**config.mk**
```make
export PLATFORM = sky130hd
export DESIGN_NAME = alu_bist_ctrl
export DESIGN_NICKNAME = d
export VERILOG_FILES = /design/src/rtl/alu_bist_pkg.sv /design/src/rtl/bist_misr.sv /design/src/rtl/alu_bist_ctrl.sv
export SDC_FILE = /design/constraint.sdc
export NUM_CORES = 1
export LEC_CHECK = 0
export ABC_AREA = 0
export BUFFER_PORTS_ARGS = -buffer_cell sky130_fd_sc_hd__buf_2
export CAP_MARGIN = 20
export CORE_MARGIN = 5
export CORE_UTILIZATION = 28
export DETAILED_ROUTE_END_ITERATION = 7
export GPL_TIMING_DRIVEN = 1
export PLACE_DENSITY = 0.58
export SLEW_MARGIN = 5
export SYNTH_ARGS = -nofsm -noshare
export SYNTH_HDL_FRONTEND = slang
export SYNTH_SLANG_ARGS = --single-unit
```
**constraint.sdc**
```tcl
create_clock -name CLK -period 3.8 [get_ports CLK]
set_clock_uncertainty 0.15 [all_clocks]
set_input_delay 0 -clock CLK [delete_from_list [all_inputs] [get_ports CLK]]
set_output_delay 0 -clock CLK [all_outputs]
set_load 0.05 [all_outputs]
```
**src/rtl/alu_bist_pkg.sv**
```systemverilog
// Shared types, widths, tap positions and step functions for the ALU BIST controller.
// The LFSR and MISR next-state maths live here so the controller and the MISR agree on it.
package alu_bist_pkg;

  typedef enum logic [1:0] {
    IDLE = 2'd0,
    RUN  = 2'd1,
    DONE = 2'd2
  } state_t;

  localparam int LFSR_W = 19;
  localparam int MISR_W = 8;
  localparam int CNT_W  = 16;

  localparam int LFSR_TAP0 = 18;
  localparam int LFSR_TAP1 = 17;
  localparam int LFSR_TAP2 = 16;
  localparam int LFSR_TAP3 = 13;

  // Feedback taps at misr bits 7, 5, 4 and 3.
  localparam logic [MISR_W-1:0] MISR_TAPS = 8'b1011_1000;

  localparam int A_MSB   = 18;
  localparam int A_LSB   = 11;
  localparam int B_MSB   = 10;
  localparam int B_LSB   = 3;
  localparam int CMD_MSB = 2;
  localparam int CMD_LSB = 0;

  function automatic logic [LFSR_W-1:0] lfsr_step(input logic [LFSR_W-1:0] l);
    return {l[LFSR_W-2:0], l[LFSR_TAP0] ^ l[LFSR_TAP1] ^ l[LFSR_TAP2] ^ l[LFSR_TAP3]};
  endfunction

  function automatic logic tap_parity(input logic [MISR_W-1:0] m);
    return ^(m & MISR_TAPS);
  endfunction

  function automatic logic [MISR_W-1:0] misr_step(input logic [MISR_W-1:0] m,
                                                  input logic [MISR_W-1:0] d);
    return {m[MISR_W-2:0], tap_parity(m)} ^ d;
  endfunction

endpackage

```
**src/rtl/bist_misr.sv**
```systemverilog
// 8-bit multiple-input signature register with synchronous clear and enable.
// The next value is exported so the controller can judge the final signature on the closing edge.
module bist_misr
  import alu_bist_pkg::*;
(
  input  logic              clk,
  input  logic              rst,
  input  logic              clr,
  input  logic              en,
  input  logic [MISR_W-1:0] d,
  output logic [MISR_W-1:0] sig,
  output logic [MISR_W-1:0] nxt
);

  logic [MISR_W-1:0] sig_r;

  assign nxt = misr_step(sig_r, d);
  assign sig = sig_r;

  // Signature register: clear wins over compaction.
  always_ff @(posedge clk or posedge rst) begin
    if (rst) begin
      sig_r <= 8'h00;
    end else if (clr) begin
      sig_r <= 8'h00;
    end else if (en) begin
      sig_r <= nxt;
    end
  end

endmodule

```
**src/rtl/alu_bist_ctrl.sv**
```systemverilog
// BIST controller for the 8-bit ALU: LFSR pattern source, MISR response compactor
// and a pass/fail verdict against a golden signature after N_PATTERNS patterns.
module alu_bist_ctrl
  import alu_bist_pkg::*;
#(
  parameter int                N_PATTERNS = 255,
  parameter logic [LFSR_W-1:0] SEED       = 19'h00001,
  parameter logic [MISR_W-1:0] GOLDEN     = 8'h00
) (
  input  logic              CLK,
  input  logic              RST,
  input  logic              START,
  output logic [7:0]        A,
  output logic [7:0]        B,
  output logic [2:0]        CMD,
  input  logic [MISR_W-1:0] S,
  output logic              BUSY,
  output logic              DONE,
  output logic              PASS,
  output logic [MISR_W-1:0] SIG
);

  localparam logic [CNT_W-1:0] LAST = CNT_W'(N_PATTERNS - 1);

  state_t            state_r;
  logic [LFSR_W-1:0] lfsr_r;
  logic [CNT_W-1:0]  cnt_r;
  logic              busy_r;
  logic              done_r;
  logic              pass_r;
  logic              load_s;
  logic              en_s;
  logic [MISR_W-1:0] misr_sig_s;
  logic [MISR_W-1:0] misr_nxt_s;

  // MISR control: START only loads outside RUN, compaction only in RUN.
  always_comb begin
    load_s = 1'b0;
    en_s   = 1'b0;
    if (state_r == alu_bist_pkg::RUN) begin
      en_s = 1'b1;
    end else begin
      load_s = START;
    end
  end

  bist_misr u_misr (
    .clk (CLK),
    .rst (RST),
    .clr (load_s),
    .en  (en_s),
    .d   (S),
    .sig (misr_sig_s),
    .nxt (misr_nxt_s)
  );

  // Run sequencer with state-decoded, registered BUSY/DONE/PASS.
  always_ff @(posedge CLK or posedge RST) begin
    if (RST) begin
      state_r <= alu_bist_pkg::IDLE;
      lfsr_r  <= SEED;
      cnt_r   <= 16'd0;
      busy_r  <= 1'b0;
      done_r  <= 1'b0;
      pass_r  <= 1'b0;
    end else begin
      case (state_r)
        alu_bist_pkg::IDLE, alu_bist_pkg::DONE: begin
          if (START) begin
            state_r <= alu_bist_pkg::RUN;
            lfsr_r  <= SEED;
            cnt_r   <= 16'd0;
            busy_r  <= 1'b1;
            done_r  <= 1'b0;
            pass_r  <= 1'b0;
          end
        end
        alu_bist_pkg::RUN: begin
          cnt_r <= cnt_r + 16'd1;
          if (cnt_r == LAST) begin
            state_r <= alu_bist_pkg::DONE;
            lfsr_r  <= SEED;
            busy_r  <= 1'b0;
            done_r  <= 1'b1;
            pass_r  <= (misr_nxt_s == GOLDEN);
          end else begin
            lfsr_r <= lfsr_step(lfsr_r);
          end
        end
        default: begin
          state_r <= alu_bist_pkg::IDLE;
          lfsr_r  <= SEED;
          cnt_r   <= 16'd0;
          busy_r  <= 1'b0;
          done_r  <= 1'b0;
          pass_r  <= 1'b0;
        end
      endcase
    end
  end

  assign A    = lfsr_r[A_MSB:A_LSB];
  assign B    = lfsr_r[B_MSB:B_LSB];
  assign CMD  = lfsr_r[CMD_MSB:CMD_LSB];
  assign BUSY = busy_r;
  assign DONE = done_r;
  assign PASS = pass_r;
  assign SIG  = misr_sig_s;

endmodule

```
* Word level (Yosys, flattened, before mapping)
Index checks and enable logic that the tools add are counted.
Word-level totals: register bits 48, input bits 11, output and inout bits 30, word-level logic and storage cells 43
Cells by class: $add $sub $neg 1, eq/ne operators 5, muxes and demuxes 20, bitwise gates (word level) 4, reduce and logical (&&, ||, !) cells 6
Operators by type and width (count):
- $mux 19 | 2
- $pmux 19 s2 | 1
- $pmux 16 s2 | 1
- $add 16x1->16 const B | 1
- $eq 16x8->1 const B | 1
- $mux 16 | 1
- $mux 8 | 2
- $logic_not 8->1 | 1
- $reduce_xor 8->1 | 1
- $xor 8x8->8 | 1
- $mux 1 | 7
- $pmux 1 s2 | 3
- $mux 2 | 2
- $pmux 2 s2 | 1
- $xor 1x1->1 | 3
- $eq 2x1->1 const B | 1
- $eq 2x2->1 const B | 1
- $logic_not 2->1 | 1
- $ne 2x1->1 const B | 1
- $ne 2x2->1 const B | 1
- $reduce_and 2->1 | 1
- $reduce_bool 2->1 | 1
- $reduce_or 2->1 | 1

* Depth between registers and ports, before layout
Gate-level depths: netlist of run 1.
word-level depth 5, gate-level depth with buffers 6, gate-level depth less buffers 6

* Modules after synthesis
From an unflattened synthesis of run 1, not the netlist that was laid out.
Unflattened totals: cell total of the unflattened synthesis 209, area, all modules 2184.6 um2
By module, submodules not included:
- alu_bist_ctrl | instances 1, cells an instance 162, area an instance 1746.7 um2, sequential area each 952.2 um2
- bist_misr | instances 1, cells an instance 47, area an instance 437.9 um2, sequential area each 200.2 um2

* Worst setup path after synthesis of run 1
No wires, ideal clock.
kind register -> register, from register, netlist name DONE, to register cnt_r[10], setup time 0.121 ns, arrival 1.525 ns, required time 3.529 ns, path slack 2.004 ns, stages on the path, launching flop included 5, path buffers 1, clock period less this slack 1.796 ns, path through dfrtp_1 -> nand2b_1 -> clkbuf_1 -> o22ai_1 -> a22o_1
RTL lines:
- to (signal assigned) | line alu_bist_ctrl.sv:79 | cnt_r <= cnt_r + 16'd1;
- to (decl) | line alu_bist_ctrl.sv:27 | logic [CNT_W-1:0] cnt_r;

* Final worst setup path of run 1
from register cnt_r[12], to register lfsr_r[16]
On the way: cells in the longest elaborated chain, start to end 3
RTL lines:
- $eq 16x8->1 | line alu_bist_ctrl.sv:80 | if (cnt_r == LAST) begin
- $mux 19 | line alu_bist_ctrl.sv:80
- $pmux 19 s2 | line alu_bist_ctrl.sv:67 | case (state_r)
- to (signal assigned) | line alu_bist_ctrl.sv:87 | lfsr_r <= lfsr_step(lfsr_r);
- to (decl) | line alu_bist_ctrl.sv:26 | logic [LFSR_W-1:0] lfsr_r;
Every way passes these cells. A chain may end at the register's enable or synchronous reset.

==> impl_metrics.ini, run 1 <==
[outcome]
outcome = completed

[global_route]
track_usage_pct = 10.5
grt_pass1_wl_um = 8580
antenna_found_initial = 0
overflow = 0
grt_pass1_vias = 1716
grt_max_degree = 48

[sta]
rsz0062_at_grt = false
fmax_mhz = 480
fin_tns_setup_ns = 0
relSlewSlack_pct = 36.0
finalSetupViolations = 0
finalHoldViolations = 0
period_needed_ns = 2.08
slew_violations = 0
finalCritPeriodShare_pct = 54.8
tightest_slew_ns = 0.959
holdWs_ns = 0.118

[cts]
htreeDepth = 2
cts_resized = 0
path_clk_slew_ns = 0.09
clk_path_buf_depth = 2
clock_latency_ns = 0.29
clock-sinks = 47
cts_tree = done
cts_made_buffers = 5
clockRootBuffer = clkbuf_8
post-cts-setup-buffer-count = 0

[synth]
ys_types = 40
synth_cells = 204
ys_seq_area_share_pct = 53.0
netlist_area_mm2 = 0.00222
synth-async-reset-ratio_pct = 100
yosys-top-cells-count = dfrtp_1 (46), o21ai_0 (28), a22o_1 (19)
yosys_warnings = 0
synth-seq-cells = 47
syn_nets = 217
synth.area.top_cells = dfrtp_1 (52%), a22o_1 (7.5%), o21ai_0 (6.3%), xnor2_1 (4.3%), nand3b_1 (3.0%)
synth_edf_count = 0
postSynthAreaPerCell_um2 = 10.9
synth_top_area_share_pct = 51.8
synthFlopType = dfrtp_1
synth_most_common_cell = dfrtp_1
synth_top_cell_by_area = dfrtp_1

[placed_design]
io_buffers = 40
gp_congestion = 0.700
dpl.hpwl_um = 3270
placed_area_mm2 = 0.00251

[pwr]
clkPwrFrac_pct = 14.2
peakVddDrop_mv = 0.423
power.density_mw_per_mm2 = 800
p_leak_nw = 1.25
power_frac_comb_pct = 47.8
p_switching_mw = 1.06
pwr-share-seq_pct = 38.0
p_int_mw = 1.14
switching_share_pct = 48.1

[floorplan]
fp.dieArea_mm2 = 0.00981
ios = 41
rows = 32
die_h_um = 99.1
die_x_um = 99.1
core_mm2 = 0.00773
start_util_pct = 28.7

[route]
wl_per_cell_um = 13.8
viasPerCell = 4.94
drc = 0
dr.pass1.iters = 4
via_count = 1767
routed_wl_um = 4930
postRouteAntennaNets = 0
drtIter0Drc = 230

[worst_setup_path]
worstPathRequired_ns = 3.83
start_kind = flip-flop
crit_type = flip-flop to flip-flop
cp.arrival_ns = 2.12
worst-path-max-fanout = 13
worst_setup_path_end_kind = flip-flop

[final_layout]
area_growth_pct = 23.5
antennaDiodeCount = 0
fill_cells = 768
nets = 268
final_cell_area_mm2 = 0.00274
drive_gt1_share_pct = 24.2
postLayoutCoreUtil_pct = 35.5

[min_path]
hp-class = input port to async pin

[run]
maxCapViolCount = 0
## cells in the final DEF, fill, tap and decap left out, types with 2 or more instances in the layout
master and instances:
nor2_1 4, ha_1 2, clkbuf_8 6, a22o_1 19
xnor2_1 11, o21ai_0 28, nand4_1 7, inv_1 4
o22ai_1 3, nand2_1 12, a31oi_1 3, nand3b_1 9
a41oi_1 2, nor3_1 3, dlygate4sd3_1 12, nand3_1 5
buf_4 4, a21oi_1 5, xor2_1 4, buf_2 40
dfrtp_1 46, o31ai_1 2, and4_1 2
## path summary, 6_finish.rpt
kind,start,cells after the start,slack [ns],end
setup / recovery,cnt_r[12]$_DFFE_PP0P_,4,1.72,lfsr_r[16]$_DFFE_PP0P_
hold / removal,RST,3,0.12,cnt_r[6]$_DFFE_PP0P_
setup reg to reg,cnt_r[12]$_DFFE_PP0P_,4,1.72,lfsr_r[16]$_DFFE_PP0P_
hold reg to reg,cnt_r[15]$_DFFE_PP0P_,1,0.34,cnt_r[15]$_DFFE_PP0P_
max in group asynchronous,RST,4,2.81,lfsr_r[0]$_DFFE_PP1P_
min in group CLK,S[0],5,0.20,u_misr.sig[0]$_DFFE_PP0P_
## flip-flops by register name (all words and copies together) (netlist names)
register and flops:
lfsr_r 19, cnt_r 16, u_misr.sig 8, BUSY 1, DONE 1, PASS 1, state_r 1
## stage by stage
stage | power, mW | worst slack, ns | cells
floorplan | 1.61 | 2.00 | 204
global placement | 1.86 | 1.72 | 337
detailed placement | 1.86 | 1.71 | 337
CTS | 2.22 | 1.71 | 357
global route | 2.33 | 1.46 | 358
finish | 2.19 | 1.72 | 358
## metal layers
| layer | share of wire (%) | GRT usage (%) | vias to the layer above | wire (um) |
|---|---|---|---|---|
| li1 | - | - | 856 | - |
| met1 | 47 | 14.5 | 865 | 2330 |
| met2 | 48 | 16.5 | 42 | 2360 |
| met3 | 4.0 | 2.55 | 4 | 197 |
| met4 | 0.79 | 2.84 | 0 | 39 |
| met5 | 0 | 0 | - | 0 |
## critical path: stages, from the launching register on
cell and delay (ns):
dfrtp_1 0.45, nor4_1 0.45, a41oi_2 0.39, buf_4 0.30, a22o_1 0.23
## power by group through the flow
stage,registers (mW),logic [mW],clock network [mW]
after CTS,0.837,1.06,0.324
after global routing,0.865,1.13,0.341
after floorplan,1.28,0.331,0
after global placement,0.840,1.02,0
final,0.835,1.05,0.311
after detailed placement,0.842,1.02,0
## logic make-up after synthesis
family | after synthesis | share of synthesized area [%]
buffers and inverters | 18 | 3.94
XOR/XNOR | 15 | 5.92
AND/OR/NAND/NOR | 55 | 15.7
AO/OA/AOI/OAI | 67 | 20.3
adder cells (fa/ha/maj) | 2 | 1.13
flip-flops | 47 | 53.0
## timing repair
item / CTS / global route
hold buffers: 12 / 0
endpoints found under the hold margin: 55 / 0
setup endpoints to repair: 0 / 0
## cell type report
class                           instances  area, um2  area share (%)
Timing Repair Buffer                   57        370            13.5
Inverter                                5       18.8           0.684
Tap cell                              102        128            4.65
Multi-Input combinational cell        139        958            34.9
Sequential cell                        47       1180            42.9
Clock inverter                          1       5.00           0.182
Clock buffer                            7       86.3            3.15
No activity file was read; power rests on OpenSTA's default activity.
==> run 2: changes to the inputs <==
--- a/config.mk
+++ b/config.mk
@@ -5,14 +5,14 @@
 export SDC_FILE = /design/constraint.sdc
 export NUM_CORES = 1
 export LEC_CHECK = 0
-export ABC_AREA = 0
+export ABC_AREA = 1
 export BUFFER_PORTS_ARGS = -buffer_cell sky130_fd_sc_hd__buf_2
 export CAP_MARGIN = 20
 export CORE_MARGIN = 5
 export CORE_UTILIZATION = 28
 export DETAILED_ROUTE_END_ITERATION = 7
 export GPL_TIMING_DRIVEN = 1
-export PLACE_DENSITY = 0.58
+export PLACE_DENSITY = 0.57
 export SLEW_MARGIN = 5
 export SYNTH_ARGS = -nofsm -noshare
 export SYNTH_HDL_FRONTEND = slang
==> constraint.sdc (replaced) <==
create_clock -name CLK -period 2.1 [get_ports CLK]
set_clock_uncertainty 0.15 [all_clocks]
set_input_delay 0 -clock CLK [delete_from_list [all_inputs] [get_ports CLK]]
set_output_delay 0 -clock CLK [all_outputs]
set_load 0.05 [all_outputs]
==> run 2 against run 1 <==
  * Maximum frequency grew 23%
  * Worst hold slack gained 0.025 ns
  * Die area grew 10%
  * Sequential share of layout area shrank 3.5 points
  * Synthesized area grew 12%
  * Synthesized cell count grew 61%
  * Core utilization shrank 1.1 points
  * Register-to-register slack lost 1.3 ns
  * Non-clock buffer count shrank 2
  * Combinational power grew 36%
  * Clock power grew 89%
  * Critical endpoint is now PASS$_DFFE_PP0P_
==> impl_metrics.ini, run 2 <==
[synth]
syn_nets = 341
synth_most_common_cell = nand2_1
postSynthAreaPerCell_um2 = 7.56
synth_top_cell_by_area = dfrtp_1
ys_types = 30
yosys-top-cells-count = nand2_1 (121), dfrtp_1 (46), inv_1 (35)
synth.area.top_cells = dfrtp_1 (46%), nand2_1 (18%), o21ai_0 (6.7%), inv_1 (5.3%), nand3_1 (4.0%)
synth_top_area_share_pct = 46.4
ys_seq_area_share_pct = 47.5
synth-async-reset-ratio_pct = 100
netlist_area_mm2 = 0.00248
synthFlopType = dfrtp_1
synth_cells = 328
synth_edf_count = 0
synth-seq-cells = 47
yosys_warnings = 0

[cts]
clk_path_buf_depth = 2
cts_resized = 0
clock-sinks = 47
path_clk_slew_ns = 0.09
cts_tree = done
htreeDepth = 2
clockRootBuffer = clkbuf_8
clock_latency_ns = 0.30
cts_made_buffers = 5

[final_layout]
final_cell_area_mm2 = 0.00299
layout_commonest_cell = nand2_1
postLayoutCoreUtil_pct = 34.4
drive_gt1_share_pct = 18.1
nets = 394
area_growth_pct = 20.4
antennaDiodeCount = 0
regMostFlops = lfsr_r
largest_reg_flops = 19
layout_common_cells = nand2_1 (121), dfrtp_1 (46), buf_2 (40)

[route]
drtIter0Drc = 127
postRouteAntennaNets = 0
wl_met1_um = 2790
wl_met2_um = 2710
viasPerCell = 4.58
wl_met3_um = 271
via_count = 2243
wl_per_cell_um = 12.0
drc = 0
top_layer_used = met4
dr.pass1.iters = 4
routed_wl_um = 5870

[sta]
fin_tns_setup_ns = 0
tightest_slew_ns = 0.572
finalCritPeriodShare_pct = 80.4
fmax_mhz = 593
rsz0062_at_grt = false
slew_violations = 0
finalSetupViolations = 0
period_needed_ns = 1.69
finalHoldViolations = 0
relSlewSlack_pct = 61.8

[global_route]
track_usage_pct = 11.2
grt_pass1_wl_um = 10300
antenna_found_initial = 0
grt_max_degree = 27
overflow = 0
grt_pass1_vias = 2205

[worst_setup_path]
worst-path-max-fanout = 21
cp.arrival_ns = 1.73
worst_setup_path_end_kind = flip-flop
crit_end = PASS$_DFFE_PP0P_
crit_start = cnt_r[0]$_DFFE_PP0P_
start_kind = flip-flop
r2r_cells = 11
crit_type = flip-flop to flip-flop
worstPathRequired_ns = 2.15
r2r_slack_ns = 0.41
r2r_start = cnt_r[0]$_DFFE_PP0P_
r2r_end = PASS$_DFFE_PP0P_

[pwr]
p_leak_nw = 1.57
power.density_mw_per_mm2 = 1120
peakVddDrop_mv = 0.523

[min_path]
hp-class = input port to async pin

[floorplan]
rows = 34
start_util_pct = 28.6
die_h_um = 104
core_mm2 = 0.00868
fp.dieArea_mm2 = 0.0108
die_x_um = 104
ios = 41

[placed_design]
placed_area_mm2 = 0.00279
dpl.hpwl_um = 4140
io_buffers = 40
gp_congestion = 0.799

[outcome]
outcome = completed

[run]
maxCapViolCount = 0
run 2: cell types whose count changed after synthesis, moves of 4 or more:
cell      change
a21oi_1       -4
a22o_1       -19
clkbuf_1      -5
inv_1        +30
nand2_1     +109
nand2_2       +5
nand3_1      +15
nand3b_1      -8
nor2_1       +18
o21ai_0       +5
xnor2_1       -8
run 2: layout make-up:
cell class / instances / area, um2
Timing Repair Buffer: 55 / 338
Clock buffer: 7 / 86.3
Multi-Input combinational cell: 234 / 1100
Clock inverter: 1 / 8.76
Fill cell: 965 / 5690
Inverter: 38 / 143
Sequential cell: 47 / 1180
Tap cell: 108 / 135
run 2: what timing repair did:
action	in CTS	in global routing
endpoints found under the setup margin	0	0
endpoints found under the hold margin	34	0
setup buffers	0	0
hold buffers	10	0
run 2: kinds of logic after synthesis:
family	count (synthesis)	share of synthesized area, %
adder cells (fa/ha/maj)	2	1.01
AO/OA/AOI/OAI	45	9.79
AND/OR/NAND/NOR	183	32.1
flip-flops	47	47.5
XOR/XNOR	4	1.41
buffers and inverters	47	8.23
run 2: how the worst min path moves through the flow:
stage	startpoint	slack, ns	endpoint
after floorplan	START	-0.01	state_r[0]$_DFFE_PP0P_
after global placement	RST	-0.06	lfsr_r[14]$_DFFE_PP0P_
after detailed placement	RST	-0.06	lfsr_r[11]$_DFFE_PP0P_
after CTS	RST	0.16	lfsr_r[14]$_DFFE_PP0P_
after global routing	RST	0.20	lfsr_r[11]$_DFFE_PP0P_
final	RST	0.14	lfsr_r[11]$_DFFE_PP0P_
run 2: critical path, cell delays in order (launching register included):
cell and delay [ns]:
dfrtp_1 0.41, inv_1 0.10, ha_1 0.14, inv_1 0.04, nor2_1 0.07, nand2_1 0.07
nor2_2 0.09, nand2_2 0.08, nand2_4 0.19, nand2_1 0.12, nand2_1 0.07, nand2_1 0.05
run 2: power breakdown:
part / switching, mW / internal, mW
logic: 1.06 / 0.366
clock network: 0.317 / 0.271
registers: 0.203 / 1.13
total: 1.58 / 1.76
run 2: per-stage QoR:
stage / instances / power [mW] / worst slack, ns / hold WS, ns
floorplan: 328 / 2.44 / 0.452 / -0.0124
global placement: 472 / 2.76 / 0.435 / -0.0643
detailed placement: 472 / 2.77 / 0.417 / -0.0565
CTS: 490 / 3.38 / 0.412 / 0.157
global route: 490 / 3.57 / 0.243 / 0.203
finish: 490 / 3.34 / 0.412 / 0.143
run 2: layer usage:
layer  GRT usage [%]  vias up
met2            17.9       48
met4            3.70        0
met1            15.0     1055
met3            2.55        7
met5               0        -
li1                -     1133
==> run 3: changes to the inputs <==
--- a/config.mk
+++ b/config.mk
@@ -12,7 +12,7 @@
 export CORE_UTILIZATION = 28
 export DETAILED_ROUTE_END_ITERATION = 7
 export GPL_TIMING_DRIVEN = 1
-export PLACE_DENSITY = 0.57
+export PLACE_DENSITY = 0.59
 export SLEW_MARGIN = 5
 export SYNTH_ARGS = -nofsm -noshare
 export SYNTH_HDL_FRONTEND = slang
==> constraint.sdc (replaced) <==
create_clock -name CLK -period 1.4 [get_ports CLK]
set_clock_uncertainty 0.15 [all_clocks]
set_input_delay 0 -clock CLK [delete_from_list [all_inputs] [get_ports CLK]]
set_output_delay 0 -clock CLK [all_outputs]
set_load 0.05 [all_outputs]
==> run 3 against run 2 <==
  * The flow now finishes with violations (setup timing)
  * Sequential share of layout area shrank 3.9 points
  * Clock-buffer cell count shrank 2
  * Worst hold slack lost 0.12 ns
  * Wire length grew 4.4%
  * Sequential power grew 50%
  * Cell count grew 5.7%
  * Critical endpoint is now lfsr_r[15]$_DFFE_PP0P_
==> impl_metrics.ini, run 3 (synthesis results as in run 2) <==
[outcome]
outcome = finished, violations left
violations = setup timing

[floorplan]
die_x_um = 104
start_util_pct = 28.6
die_h_um = 104
rows = 34
fp.dieArea_mm2 = 0.0108
ios = 41
core_mm2 = 0.00868

[global_route]
busiest_layer = met2
grt_pass1_wl_um = 10400
grt_use_met2_pct = 19.5
met1_usage_pct = 13.8
grt_max_degree = 37
use_met3_pct = 2.61
grt_pass1_vias = 2342
antenna_found_initial = 0
overflow = 0
track_usage_pct = 11.2

[cts]
clk_path_buf_depth = 2
clockRootBuffer = clkbuf_8
cts_tree = done
htreeDepth = 2
cts_made_buffers = 5
path_clk_slew_ns = 0.10
clock-sinks = 47
clock_latency_ns = 0.31

[sta]
finalSetupViolations = 30
fin_tns_setup_ns = -2.74
rsz0062_at_grt = true
finalCritPeriodShare_pct = 110
fmax_mhz = 651
relSlewSlack_pct = 79.0
holdWs_ns = 0.0261
slew_violations = 0
finalHoldViolations = 0
fin_ws_ns = -0.136
tightest_slew_ns = 0.314
period_needed_ns = 1.54

[worst_setup_path]
start_kind = flip-flop
cp_top_family = flip-flops
worstPathRequired_ns = 1.44
crit_chain = inv_2, ha_1, inv_1, nor2_1, nand2_1, nor2_2, nand2_2, nand2_4, buf_12, o21ai_0
cp.arrival_ns = 1.58
crit_type = flip-flop to flip-flop
worst-path-max-fanout = 18
r2r_cells = 10
r2r_end = lfsr_r[15]$_DFFE_PP0P_
max_stage_delay_ns = 0.42
crit_buf_inv = 3
r2r_slack_ns = -0.14
r2r_start = cnt_r[0]$_DFFE_PP0P_
worst_path_max_delay_cell = dfrtp_1
worst_setup_path_end_kind = flip-flop

[route]
postRouteAntennaNets = 0
viasPerCell = 4.58
wl_per_cell_um = 11.8
drtIter0Drc = 111
via_count = 2370
routed_wl_um = 6130
dr.pass1.iters = 5
drc = 0

[pwr]
finalPower_mw = 5.58
peakVddDrop_mv = 0.841
p_leak_nw = 1.75
power.density_mw_per_mm2 = 1680

[placed_design]
placed_area_mm2 = 0.00301
dpl.hpwl_um = 4300
gp_congestion = 0.830
dp_slack_ns = -0.147
dp_cells = 495
io_buffers = 40

[final_layout]
postLayoutCoreUtil_pct = 38.3
nets = 422
layout_commonest_cell = nand2_1
largest_reg_flops = 19
fin_cells = 518
final_cell_area_mm2 = 0.00332
layout_common_cells = nand2_1 (117), dfrtp_1 (43), buf_2 (40)
area_growth_pct = 34.1
antennaDiodeCount = 0
drive_gt1_share_pct = 28.8
regMostFlops = lfsr_r

[min_path]
hp-class = input port to async pin

[run]
maxCapViolCount = 0
==> run 3: final cells by class <==
class | count | area [um2]
Tap cell | 108 | 135
Multi-Input combinational cell | 234 | 1140
Fill cell | 913 | 5350
Sequential cell | 47 | 1180
Inverter | 38 | 143
Clock inverter | 3 | 47.5
Timing Repair Buffer | 83 | 607
Clock buffer | 5 | 68.8
==> run 3: worst register-to-register path, cell delays in order, from the launching register on <==
cell	delay, ns
dfrtp_1	0.42
inv_2	0.07
ha_1	0.14
inv_1	0.04
nor2_1	0.07
nand2_1	0.06
nor2_2	0.10
nand2_2	0.08
nand2_4	0.08
buf_12	0.15
o21ai_0	0.08
==> run 3: how the worst max path moves through the flow <==
stage	cells past startpoint	end	slack [ns]	from
detailed placement	10	lfsr_r[5]$_DFFE_PP0P_	-0.15	cnt_r[0]$_DFFE_PP0P_
CTS	10	lfsr_r[6]$_DFFE_PP0P_	-0.14	cnt_r[0]$_DFFE_PP0P_
finish	10	lfsr_r[15]$_DFFE_PP0P_	-0.14	cnt_r[0]$_DFFE_PP0P_
global route	11	PASS$_DFFE_PP0P_	-0.26	cnt_r[0]$_DFFE_PP0P_
global placement	10	lfsr_r[5]$_DFFE_PP0P_	-0.09	cnt_r[0]$_DFFE_PP0P_
floorplan	10	lfsr_r[16]$_DFFE_PP0P_	-0.02	cnt_r[0]$_DFFE_PP0P_
==> run 3: report_power, final <==
part / internal (mW) / switching (mW) / leakage, nW
sequential: 1.70 / 0.290 / 0.618
clock: 0.542 / 0.500 / 0.0587
combinational: 0.819 / 1.73 / 1.07
total: 3.06 / 2.52 / 1.75
==> run 3: timing repair <==
item	CTS	global route
endpoints found under the hold margin	57	0
cloned	0	1
setup buffers	2	2
hold buffers	10	0
pin swaps	3	3
resized for setup	10	25
setup endpoints to repair	32	39
==> run 3: metal layers <==
layer	wire [um]	vias up
li1	-	1197
met1	2790	1111
met2	3030	54
met3	260	8
met4	53	0
met5	0	-
